`config.mk`:
```
export PLATFORM = sky130hd
export DESIGN_NAME = bfm_arbiter_flat
export DESIGN_NICKNAME = d
export VERILOG_FILES = /design/src/rtl/bfm_arbiter_if.sv /design/src/rtl/bfm_arbiter.sv /design/src/flat_wrapper.sv
export SDC_FILE = /design/constraint.sdc
export NUM_CORES = 1
export LEC_CHECK = 0
export CAP_MARGIN = 20
export CELL_PAD_IN_SITES_DETAIL_PLACEMENT = 2
export CELL_PAD_IN_SITES_GLOBAL_PLACEMENT = 2
export CORE_MARGIN = 3
export CORE_UTILIZATION = 37
export CTS_BUF_LIST = sky130_fd_sc_hd__clkbuf_8 sky130_fd_sc_hd__clkbuf_16
export DETAILED_ROUTE_END_ITERATION = 8
export GPL_ROUTABILITY_DRIVEN = 0
export PLACE_DENSITY = 0.77
export SKIP_CTS_REPAIR_TIMING = 1
export SYNTH_ARGS = -nofsm -noshare
export SYNTH_HDL_FRONTEND = slang
export SYNTH_SLANG_ARGS = --single-unit
```
`constraint.sdc`:
```
create_clock -name bfm_clk -period 3.9 [get_ports bfm_clk]
set_input_delay 0.78 -clock bfm_clk [delete_from_list [all_inputs] [get_ports bfm_clk]]
set_output_delay 0.78 -clock bfm_clk [all_outputs]
set_load 0.02 [all_outputs]
```
`src/rtl/bfm_arbiter_if.sv`:
```
// Command/response and arbiter-observation bundle for bfm_arbiter.
// The slave side is the BFM itself; the master side is whoever issues commands.
interface bfm_arbiter_if #(
  parameter int NPORTS = 5
);
  logic [5:0]        bfm_command;
  logic              bfm_grant;
  logic [NPORTS-1:0] arb_req;
  logic [NPORTS-1:0] arb_grant;
  logic              bfm_error;

  modport master (
    output bfm_command,
    input  bfm_grant,
    input  arb_req,
    input  arb_grant,
    input  bfm_error
  );

  modport slave (
    input  bfm_command,
    output bfm_grant,
    output arb_req,
    output arb_grant,
    output bfm_error
  );
endinterface

```
`src/rtl/bfm_arbiter.sv`:
```
// Bus-functional model wrapped around a 5-port round-robin arbiter.
// A 6-bit command is decoded into one or two request phases, each phase is
// driven into the arbiter for a single cycle, and the registered grant is
// compared against a private reference copy of the round-robin pointer.
// Port order: bit0=L, bit1=N, bit2=E, bit3=S, bit4=W.
module bfm_arbiter #(
  parameter int NPORTS = 5
) (
  input  logic         bfm_clk,
  input  logic         bfm_rst,
  bfm_arbiter_if.slave bus
);

  localparam logic [NPORTS-1:0] P_L = 5'b00001;
  localparam logic [NPORTS-1:0] P_N = 5'b00010;
  localparam logic [NPORTS-1:0] P_E = 5'b00100;
  localparam logic [NPORTS-1:0] P_S = 5'b01000;
  localparam logic [NPORTS-1:0] P_W = 5'b10000;
  // After reset the pointer sits on W so that L is searched first.
  localparam logic [2:0]        PTR_RESET = 3'd4;

  typedef enum logic [2:0] {
    S_IDLE,
    S_P1,
    S_C1,
    S_P2,
    S_C2,
    S_DONE
  } state_t;

  typedef struct packed {
    logic              two;
    logic [NPORTS-1:0] ph1;
    logic [NPORTS-1:0] ph2;
  } dec_t;

  // One-phase command: request vector a, no second phase.
  function automatic dec_t mk1(input logic [NPORTS-1:0] a);
    dec_t d;
    d.two = 1'b0;
    d.ph1 = a;
    d.ph2 = '0;
    return d;
  endfunction

  // Two-phase command: request vector a, then request vector b.
  function automatic dec_t mk2(input logic [NPORTS-1:0] a,
                               input logic [NPORTS-1:0] b);
    dec_t d;
    d.two = 1'b1;
    d.ph1 = a;
    d.ph2 = b;
    return d;
  endfunction

  // Codes 0 and 63 are not part of the command map.
  function automatic logic is_illegal(input logic [5:0] cmd);
    return (cmd == 6'd0) || (cmd == 6'd63);
  endfunction

  // Command map. Illegal and NOREQ codes both decode to an empty single phase.
  function automatic dec_t decode(input logic [5:0] cmd);
    dec_t d;
    d = mk1('0);
    case (cmd)
      // single requests
      6'd2:  d = mk1(P_L);
      6'd3:  d = mk1(P_N);
      6'd4:  d = mk1(P_E);
      6'd5:  d = mk1(P_W);
      6'd6:  d = mk1(P_S);
      // X alone, then Y alone
      6'd8:  d = mk2(P_L, P_N);
      6'd9:  d = mk2(P_L, P_E);
      6'd10: d = mk2(P_L, P_W);
      6'd11: d = mk2(P_L, P_S);
      6'd12: d = mk2(P_L, P_L);
      6'd13: d = mk2(P_N, P_E);
      6'd14: d = mk2(P_N, P_W);
      6'd15: d = mk2(P_N, P_S);
      6'd16: d = mk2(P_N, P_L);
      6'd17: d = mk2(P_N, P_N);
      6'd18: d = mk2(P_E, P_W);
      6'd19: d = mk2(P_E, P_S);
      6'd20: d = mk2(P_E, P_L);
      6'd21: d = mk2(P_E, P_N);
      6'd22: d = mk2(P_E, P_E);
      6'd23: d = mk2(P_W, P_S);
      6'd24: d = mk2(P_W, P_L);
      6'd25: d = mk2(P_W, P_N);
      6'd26: d = mk2(P_W, P_E);
      6'd27: d = mk2(P_W, P_W);
      6'd28: d = mk2(P_S, P_L);
      6'd29: d = mk2(P_S, P_N);
      6'd30: d = mk2(P_S, P_E);
      6'd31: d = mk2(P_S, P_W);
      6'd32: d = mk2(P_S, P_S);
      // Z alone to position the pointer, then X and Y together
      6'd33: d = mk2(P_L, P_N | P_E);
      6'd34: d = mk2(P_L, P_N | P_W);
      6'd35: d = mk2(P_L, P_N | P_S);
      6'd36: d = mk2(P_L, P_E | P_W);
      6'd37: d = mk2(P_L, P_E | P_S);
      6'd38: d = mk2(P_L, P_W | P_S);
      6'd39: d = mk2(P_N, P_L | P_E);
      6'd40: d = mk2(P_N, P_L | P_W);
      6'd41: d = mk2(P_N, P_L | P_S);
      6'd42: d = mk2(P_N, P_E | P_W);
      6'd43: d = mk2(P_N, P_E | P_S);
      6'd44: d = mk2(P_N, P_W | P_S);
      6'd45: d = mk2(P_E, P_L | P_N);
      6'd46: d = mk2(P_E, P_L | P_W);
      6'd47: d = mk2(P_E, P_L | P_S);
      6'd48: d = mk2(P_E, P_N | P_W);
      6'd49: d = mk2(P_E, P_N | P_S);
      6'd50: d = mk2(P_E, P_W | P_S);
      6'd51: d = mk2(P_W, P_L | P_N);
      6'd52: d = mk2(P_W, P_L | P_E);
      6'd53: d = mk2(P_W, P_L | P_S);
      6'd54: d = mk2(P_W, P_N | P_E);
      6'd55: d = mk2(P_W, P_N | P_S);
      6'd56: d = mk2(P_W, P_E | P_S);
      6'd57: d = mk2(P_S, P_L | P_N);
      6'd58: d = mk2(P_S, P_L | P_E);
      6'd59: d = mk2(P_S, P_L | P_W);
      6'd60: d = mk2(P_S, P_N | P_E);
      6'd61: d = mk2(P_S, P_N | P_W);
      6'd62: d = mk2(P_S, P_E | P_W);
      default: d = mk1('0);
    endcase
    return d;
  endfunction

  // Round-robin pick: first set request bit searching cyclically from last+1.
  function automatic logic [NPORTS-1:0] rr_grant(input logic [NPORTS-1:0] req,
                                                 input logic [2:0]        last);
    logic [NPORTS-1:0] g;
    logic              found;
    int                s;
    logic [2:0]        p;
    g     = '0;
    found = 1'b0;
    for (int i = 1; i <= NPORTS; i++) begin
      s = int'(last) + i;
      if (s >= NPORTS) s = s - NPORTS;
      p = s[2:0];
      if (!found && req[p]) begin
        g[p]  = 1'b1;
        found = 1'b1;
      end
    end
    return g;
  endfunction

  // Index of the set bit of a one-hot grant (0 when empty).
  function automatic logic [2:0] oh2idx(input logic [NPORTS-1:0] g);
    logic [2:0] idx;
    idx = 3'd0;
    for (int i = 0; i < NPORTS; i++) begin
      if (g[i]) idx = 3'(i);
    end
    return idx;
  endfunction

  state_t            r_state;
  state_t            w_next;
  dec_t              r_dec;
  dec_t              w_in_dec;
  logic [NPORTS-1:0] w_req;
  logic              w_bfm_grant;
  logic              w_latch;
  logic              w_phase;
  logic              w_check;

  logic [NPORTS-1:0] r_grant;
  logic [2:0]        r_last;
  logic [NPORTS-1:0] w_arb_grant;

  logic [2:0]        r_mdl_last;
  logic [NPORTS-1:0] r_exp;
  logic [NPORTS-1:0] w_mdl_grant;
  logic              r_error;

  assign w_in_dec    = decode(bus.bfm_command);
  assign w_arb_grant = rr_grant(w_req, r_last);
  assign w_mdl_grant = rr_grant(w_req, r_mdl_last);

  // FSM state register.
  always_ff @(posedge bfm_clk) begin
    if (bfm_rst) r_state <= S_IDLE;
    else         r_state <= w_next;
  end

  // Next state and per-state strobes; requests live for exactly one cycle.
  always_comb begin
    w_next      = r_state;
    w_req       = '0;
    w_bfm_grant = 1'b0;
    w_latch     = 1'b0;
    w_phase     = 1'b0;
    w_check     = 1'b0;
    case (r_state)
      S_IDLE: begin
        w_latch = 1'b1;
        w_next  = S_P1;
      end
      S_P1: begin
        w_req   = r_dec.ph1;
        w_phase = 1'b1;
        w_next  = S_C1;
      end
      S_C1: begin
        w_check = 1'b1;
        w_next  = r_dec.two ? S_P2 : S_DONE;
      end
      S_P2: begin
        w_req   = r_dec.ph2;
        w_phase = 1'b1;
        w_next  = S_C2;
      end
      S_C2: begin
        w_check = 1'b1;
        w_next  = S_DONE;
      end
      S_DONE: begin
        w_bfm_grant = 1'b1;
        w_next      = S_IDLE;
      end
      default: w_next = S_IDLE;
    endcase
  end

  // Capture the decoded command at the IDLE edge; it is only read after that.
  always_ff @(posedge bfm_clk) begin
    if (w_latch) r_dec <= w_in_dec;
  end

  // Embedded arbiter: registered one-hot grant and last-served pointer.
  always_ff @(posedge bfm_clk) begin
    if (bfm_rst) begin
      r_grant <= '0;
      r_last  <= PTR_RESET;
    end else begin
      r_grant <= w_arb_grant;
      if (|w_arb_grant) r_last <= oh2idx(w_arb_grant);
    end
  end

  // Reference pointer copy: predicts the grant for each request phase.
  always_ff @(posedge bfm_clk) begin
    if (bfm_rst) begin
      r_mdl_last <= PTR_RESET;
      r_exp      <= '0;
    end else if (w_phase) begin
      r_exp <= w_mdl_grant;
      if (|w_mdl_grant) r_mdl_last <= oh2idx(w_mdl_grant);
    end
  end

  // Sticky error: illegal command at latch time or grant mismatch in a check state.
  always_ff @(posedge bfm_clk) begin
    if (bfm_rst) begin
      r_error <= 1'b0;
    end else if (w_latch && is_illegal(bus.bfm_command)) begin
      r_error <= 1'b1;
    end else if (w_check && (r_grant != r_exp)) begin
      r_error <= 1'b1;
    end
  end

  assign bus.bfm_grant = w_bfm_grant;
  assign bus.arb_req   = w_req;
  assign bus.arb_grant = r_grant;
  assign bus.bfm_error = r_error;

endmodule

```
`src/flat_wrapper.sv`:
```
// flat-port wrapper written by rule: the top's interface ports become plain ports
module bfm_arbiter_flat 
#(
  parameter int NPORTS = 5
)
  (bfm_clk, bfm_rst, bus_bfm_command, bus_bfm_grant, bus_arb_req, bus_arb_grant, bus_bfm_error);
  bfm_arbiter_if #(.NPORTS(NPORTS)) bus_i ();
  input  logic bfm_clk;
  input  logic bfm_rst;
  input wire logic [$bits(bus_i.bfm_command)-1:0] bus_bfm_command;
  output wire logic [$bits(bus_i.bfm_grant)-1:0] bus_bfm_grant;
  output wire logic [$bits(bus_i.arb_req)-1:0] bus_arb_req;
  output wire logic [$bits(bus_i.arb_grant)-1:0] bus_arb_grant;
  output wire logic [$bits(bus_i.bfm_error)-1:0] bus_bfm_error;
  assign bus_i.bfm_command = bus_bfm_command;
  assign bus_bfm_grant = bus_i.bfm_grant;
  assign bus_arb_req = bus_i.arb_req;
  assign bus_arb_grant = bus_i.arb_grant;
  assign bus_bfm_error = bus_i.bfm_error;
  bfm_arbiter #(.NPORTS(NPORTS)) u_core (.bfm_clk(bfm_clk), .bfm_rst(bfm_rst), .bus(bus_i));
endmodule
```
Word-level counts from Yosys, hierarchy flattened
Memories as Yosys holds them, arrays and structs flattened. A register that Yosys moved wholly into a read port is not among the register bits.
Index checks and enable logic that the tools add are counted.
Word-level totals
  memories: 1
  logic and storage cells: 194
  latch bits: 0
  bits in read-only memories: 704
  bits in writable memories: 0
  register bits: 20
  output and inout bits: 12
  input port bits: 8
Operators by class
  $lt $le $gt $ge: 30
  multiplexer cells: 85
  shift operators: 0
  eq/ne operators: 7
  $mul: 0
  reduce and logical (&&, ||, !) cells: 37
  bitwise logic cells: 8
  divide/modulo/power cells: 0
  add/subtract/negate cells: 20
Memories
  (no name shown): words 64, width 11, rd ports 1, clocked after memory_dff 1, write ports 0, RTL line bfm_arbiter.sv:65  | case (cmd)
Operators by type and width (count)
  $mux 5: 10
  $ge 4x3->1 const B: 10
  $lt 3x4->1 const B: 10
  $or 5x5->5: 8
  $mux 3: 13
  $mux 1: 36
  $bmux 1 s3: 10
  $demux 1 s3: 10
  $ge 3x1->1 const B: 10
  $sub 3x3->3 const B: 10
  $logic_and 1x1->1: 20
  $add 3x2->4 const B: 4
  $add 3x3->4 const B: 4
  $pmux 3 s5: 1
  $pmux 5 s2: 1
  $reduce_or 5->1: 2
  $add 3x1->4 const B: 2
  $logic_not 1->1: 8
  $mux 2: 4
  $eq 3x2->1 const B: 2
  $eq 3x3->1 const B: 2
  $eq 6x6->1 const B: 1
  $logic_not 6->1: 1
  $ne 5x5->1: 1
  other kinds (6): 7

Logic depth before layout (Yosys ltp)
  depth after elaboration: 22
  mapped depth: 14
  gate-level depth less buffers: 13

Worst setup path after synthesis
OpenSTA, ideal clock, no wires.
  path kind: register to register
  start point: register u_core.r_mdl_last[0]
  end point: register u_core.r_mdl_last[0]
  cell stages (with the launch flop): 15
  setup time: 0.060 ns
  period minus slack after synthesis: 3.494 ns
  buffers on the path: 2
  data arrival time: 3.434 ns
  slack: 0.406 ns
  required time: 3.840 ns
  cells stage by stage: dfxtp_1 buf_2 clkinv_1 ha_1 fa_1 clkbuf_1 inv_1 o21ai_0 and3_1 o21ai_1 nand4b_4 or4_4 or3_4 a31oi_2 a41o_1
Between the ends
  word-level cells in the longest chain between the ends: 22
  elaborated cells between the ends (all ways): 82
  classes of those cells: add/sub: 10; order compare: 15; mux: 38; bitwise: 4; reduce/logical: 15
RTL lines
  start: declaration: RTL line bfm_arbiter.sv:179  | logic [2:0] r_mdl_last;
  start signal: assignment: RTL line bfm_arbiter.sv:256  | if (|w_mdl_grant) r_mdl_last <= oh2idx(w_mdl_grant);
  parallel branches: the longest is 17 deep, another holds $add 3x1->4
  $mux 5 (*): RTL line bfm_arbiter.sv:147  | if (!found && req[p]) begin
  $mux 1: RTL line bfm_arbiter.sv:160  | if (g[i]) idx = 3'(i);
  $mux 2 (2 in series): RTL line bfm_arbiter.sv:160
  $mux 3: RTL line bfm_arbiter.sv:160
Mark *: on every way between the ends. The select of a mux whose other input is x is not followed.
A chain may end at the register's enable or synchronous reset.

Worst setup path in the final report
Same ends and word-level chain as after synthesis.

==> flow_metrics.env <==
export IMPL_cell_internal_pwr_w=0.001531
export IMPL_powerDensity_mw_per_mm2=641.1
export IMPL_antenna_found_initial=0
export IMPL_area_delta_synth_final_pct=11.63
export IMPL_sw_frac_of_total=0.5015
export IMPL_synth_nets=591
export IMPL_holdPathEnd="u_core.r_exp[1]$_SDFFE_PP0N_"
export IMPL_gr_usage_all_layers=0.2566
export IMPL_ioPinCount=20
export IMPL_critPathKind="reg2reg"
export IMPL_max_cap_viol_count=0
export IMPL_drive_gt1_frac=0.1228
export IMPL_clkTransAtPathRegs_ns=0.05
export IMPL_dpl_worst_slack_ns=0.09342
export IMPL_regArea_sq_um=732.0
export IMPL_pwr_share_seq=0.152
export IMPL_synth_compound_area_frac=0.2813
export IMPL_htreeDepth=2
export IMPL_r2r_end="u_core.r_mdl_last[0]$_SDFFE_PP0P_"
export IMPL_dieHeight_um=113.7
export IMPL_synth_cells=553
export IMPL_numPortBuffers=19
export IMPL_synth_distinct_cells=94
export IMPL_status="complete, no violations"
export IMPL_synth_top_family_by_area="simple AND/OR/NAND/NOR gates"
export IMPL_finalClockSkew_ns=0.002730
export IMPL_core_sq_mm=0.01108
export IMPL_setup_slack_ns=0.2330
export IMPL_tns_ns=0
export IMPL_synth_seq_cells=31
export IMPL_drtAntennaViolNets=0
export IMPL_grt_overflow=0
export IMPL_relSlewSlack=0.4036
export IMPL_place_hpwl_um=12290
export IMPL_grt_pass1_vias=4662
export IMPL_comb_power_share=0.704
export IMPL_endpoint_kind="flop"
export IMPL_wl_per_cell_um=23.48
export IMPL_clock_power_share=0.144
export IMPL_drtIter0Drc=322
export IMPL_worst_setup_path_start_kind="flop"
export IMPL_tightest_slew_ns=0.8918
export IMPL_synth_edf_count=11
export IMPL_clock_root_buffer="clkbuf_16"
export IMPL_rsz0062_at_grt="true"
export IMPL_synthAdderAreaFrac=0.09096
export IMPL_critPathRequiredTime_ns=4.07
export IMPL_nNetsFinal=599
export IMPL_diodes=0
export IMPL_vias=4420
export IMPL_routed_wl_um=16490
export IMPL_synthArstFlopShare=0
export IMPL_muxShareOfSynthArea=0.07114
export IMPL_r2r_cells=11
export IMPL_die_x_um=113.7
export IMPL_power_leakage_nw=1.860
export IMPL_power_switching_w=0.001540
export IMPL_cp_max_fo=27
export IMPL_grt_max_degree=28
export IMPL_critical_path_arrival_ns=3.84
export IMPL_fin_area_sq_mm=0.004791
export IMPL_yosysSeqAreaShare=0.1703
export IMPL_peakVddDrop_v=0.0004059
export IMPL_vias_per_cell=6.296
export IMPL_setup_violations_final=0
export IMPL_dieArea_sq_mm=0.01293
export IMPL_reg2reg_from="u_core.r_mdl_last[0]$_SDFFE_PP0P_"
export IMPL_clockBufferDepth=2
export IMPL_whs_path_depth=2
export IMPL_fmax_ghz=0.2727
export IMPL_period_minus_slack_ns=3.667
export IMPL_tritoncts="built"
export IMPL_holdCritStartpoint="u_core.r_exp[1]$_SDFFE_PP0N_"
export IMPL_synth_xor_area_frac=0.02857
export IMPL_grt_pass1_wl_um=26740
export IMPL_min_path_type="reg2reg"
export IMPL_synth_flop_cell="dfxtp_1"
export IMPL_syn_area_per_cell_sq_um=7.761
export IMPL_place_area_sq_mm=0.004597
export IMPL_synth_simple_gate_area_share=0.2831
export IMPL_clkLatencyLatePin_ns=0.28
export IMPL_synth_area_sq_mm=0.004292
export IMPL_cts_num_sinks=31
export IMPL_r2r_slack_ns=0.23
export IMPL_yosysWarnings=0
export IMPL_drt_pass1_iter_count=4
export IMPL_num_rows=38
export IMPL_p_total_w=0.003071
export IMPL_slew_violations=0
export IMPL_cts_made_buffers=5
export IMPL_start_util=0.3874
export IMPL_drc=0
export IMPL_period_share=0.9403
export IMPL_hold_violations=0
export IMPL_multi_input_area_sq_mm=0.003269
export IMPL_n_fill_cell=1283
[worst max path at each step]
| stage | start | to | slack (ns) | depth (start not counted) |
|---|---|---|---|---|
| 2_1_floorplan | u_core.r_mdl_last[0]$_SDFFE_PP0P_ | u_core.r_mdl_last[0]$_SDFFE_PP0P_ | 0.41 | 14 |
| 3_3_place_gp | u_core.r_last[0]$_SDFFE_PP0P_ | u_core.r_last[0]$_SDFFE_PP0P_ | 0.27 | 13 |
| 3_5_place_dp | u_core.r_last[0]$_SDFFE_PP0P_ | u_core.r_last[0]$_SDFFE_PP0P_ | 0.09 | 13 |
| 4_1_cts | u_core.r_last[0]$_SDFFE_PP0P_ | u_core.r_last[0]$_SDFFE_PP0P_ | -0.02 | 13 |
| 5_1_grt | u_core.r_mdl_last[1]$_SDFFE_PP0P_ | u_core.r_mdl_last[1]$_SDFFE_PP0P_ | -0.003 | 12 |
| 6_report | u_core.r_mdl_last[0]$_SDFFE_PP0P_ | u_core.r_mdl_last[0]$_SDFFE_PP0P_ | 0.23 | 11 |
[power groups by stage]
stage / Sequential, W / Combinational, W / Clock (W)
2_1_floorplan: 0.000474 / 0.00146 / 0
3_3_place_gp: 0.000464 / 0.00199 / 0
3_5_place_dp: 0.000468 / 0.00208 / 0
4_1_cts: 0.000466 / 0.00211 / 0.000446
5_1_grt: 0.000476 / 0.00236 / 0.000459
6_report: 0.000467 / 0.00216 / 0.000442
[per-layer routing]
| layer | routed length, um | global-route usage | vias to the layer above |
|---|---|---|---|
| met5 | 0 | 0 | - |
| met3 | 590 | 0.01804 | 22 |
| met4 | 258 | 0.05689 | 0 |
| li1 | - | - | 2075 |
| met1 | 7690 | 0.3641 | 2221 |
| met2 | 7945 | 0.4280 | 102 |
[cells by family after synthesis]
group / after synthesis
compound gates: 173
fa+ha+maj: 30
flops: 31
xor+xnor: 14
buf+inv: 65
mux: 24
simple gates: 216
[Yosys cell counts, types with 11 or more instances]
| library cell | number | share of area |
|---|---|---|
| a21oi_1 | 47 | 0.055 |
| nor3_1 | 18 | 0.021 |
| dfxtp_1 | 20 | 0.093 |
| inv_1 | 19 | 0.017 |
| nand2b_1 | 16 | 0.023 |
| nand2_1 | 44 | 0.038 |
| edfxtp_1 | 11 | 0.077 |
| nor2_1 | 37 | 0.032 |
| and3_1 | 15 | 0.022 |
| clkbuf_1 | 21 | 0.018 |
| nand3_1 | 17 | 0.020 |
| ha_1 | 28 | 0.082 |
| o21ai_0 | 27 | 0.031 |
| mux2i_1 | 14 | 0.033 |
| nor2b_1 | 18 | 0.026 |
[cell type report]
| cell class | count | share of cell area |
|---|---|---|
| sequential | 31 | 0.1528 |
| multi-input combinational | 457 | 0.6824 |
| clock buffer | 5 | 0.02612 |
| clock inverter | 3 | 0.008096 |
| timing repair buffer | 40 | 0.07260 |
| tap | 140 | 0.03656 |
| inverter | 26 | 0.02142 |
[per-stage QoR]
| stage | utilization | hold WS, ns | cells |
|---|---|---|---|
| 2_1_floorplan | - | 0.4481 | 553 |
| 3_3_place_gp | 0.4150 | 0.4609 | 694 |
| 3_5_place_dp | 0.4150 | 0.4806 | 694 |
| 4_1_cts | 0.4297 | 0.4978 | 702 |
| 5_1_grt | 0.4325 | 0.5297 | 702 |
| 6_report | 0.4325 | 0.4956 | 702 |
[flip-flops by register name (all words and copies together), names as in the netlist]
signal	count
u_core.bus.bfm_error	1
u_core.r_mdl_last	3
u_core.r_dec	11
u_core.r_state	3
u_core.r_last	3
u_core.r_exp	5
u_core.bus.arb_grant	5
[critical path: stages (launching register included)]
cell and delay (ns):
dfxtp_1 0.36, buf_4 0.32, ha_1 0.50, nor2b_1 0.17
or4_1 0.49, a211o_1 0.35, o211a_4 0.18, a22oi_1 0.16
o21ai_0 0.15, a21oi_1 0.48, a31oi_2 0.16, a41o_1 0.23
[cell usage in the layout (no fill, tap or decap), types with 19 or more instances in the layout]
cell / n
a21oi_1: 46
nand2_1: 44
nor2_1: 37
ha_1: 28
o21ai_0: 27
buf_4: 21
clkdlybuf4s50_1: 19
dfxtp_1: 19
(Power assumes the default switching activity.)
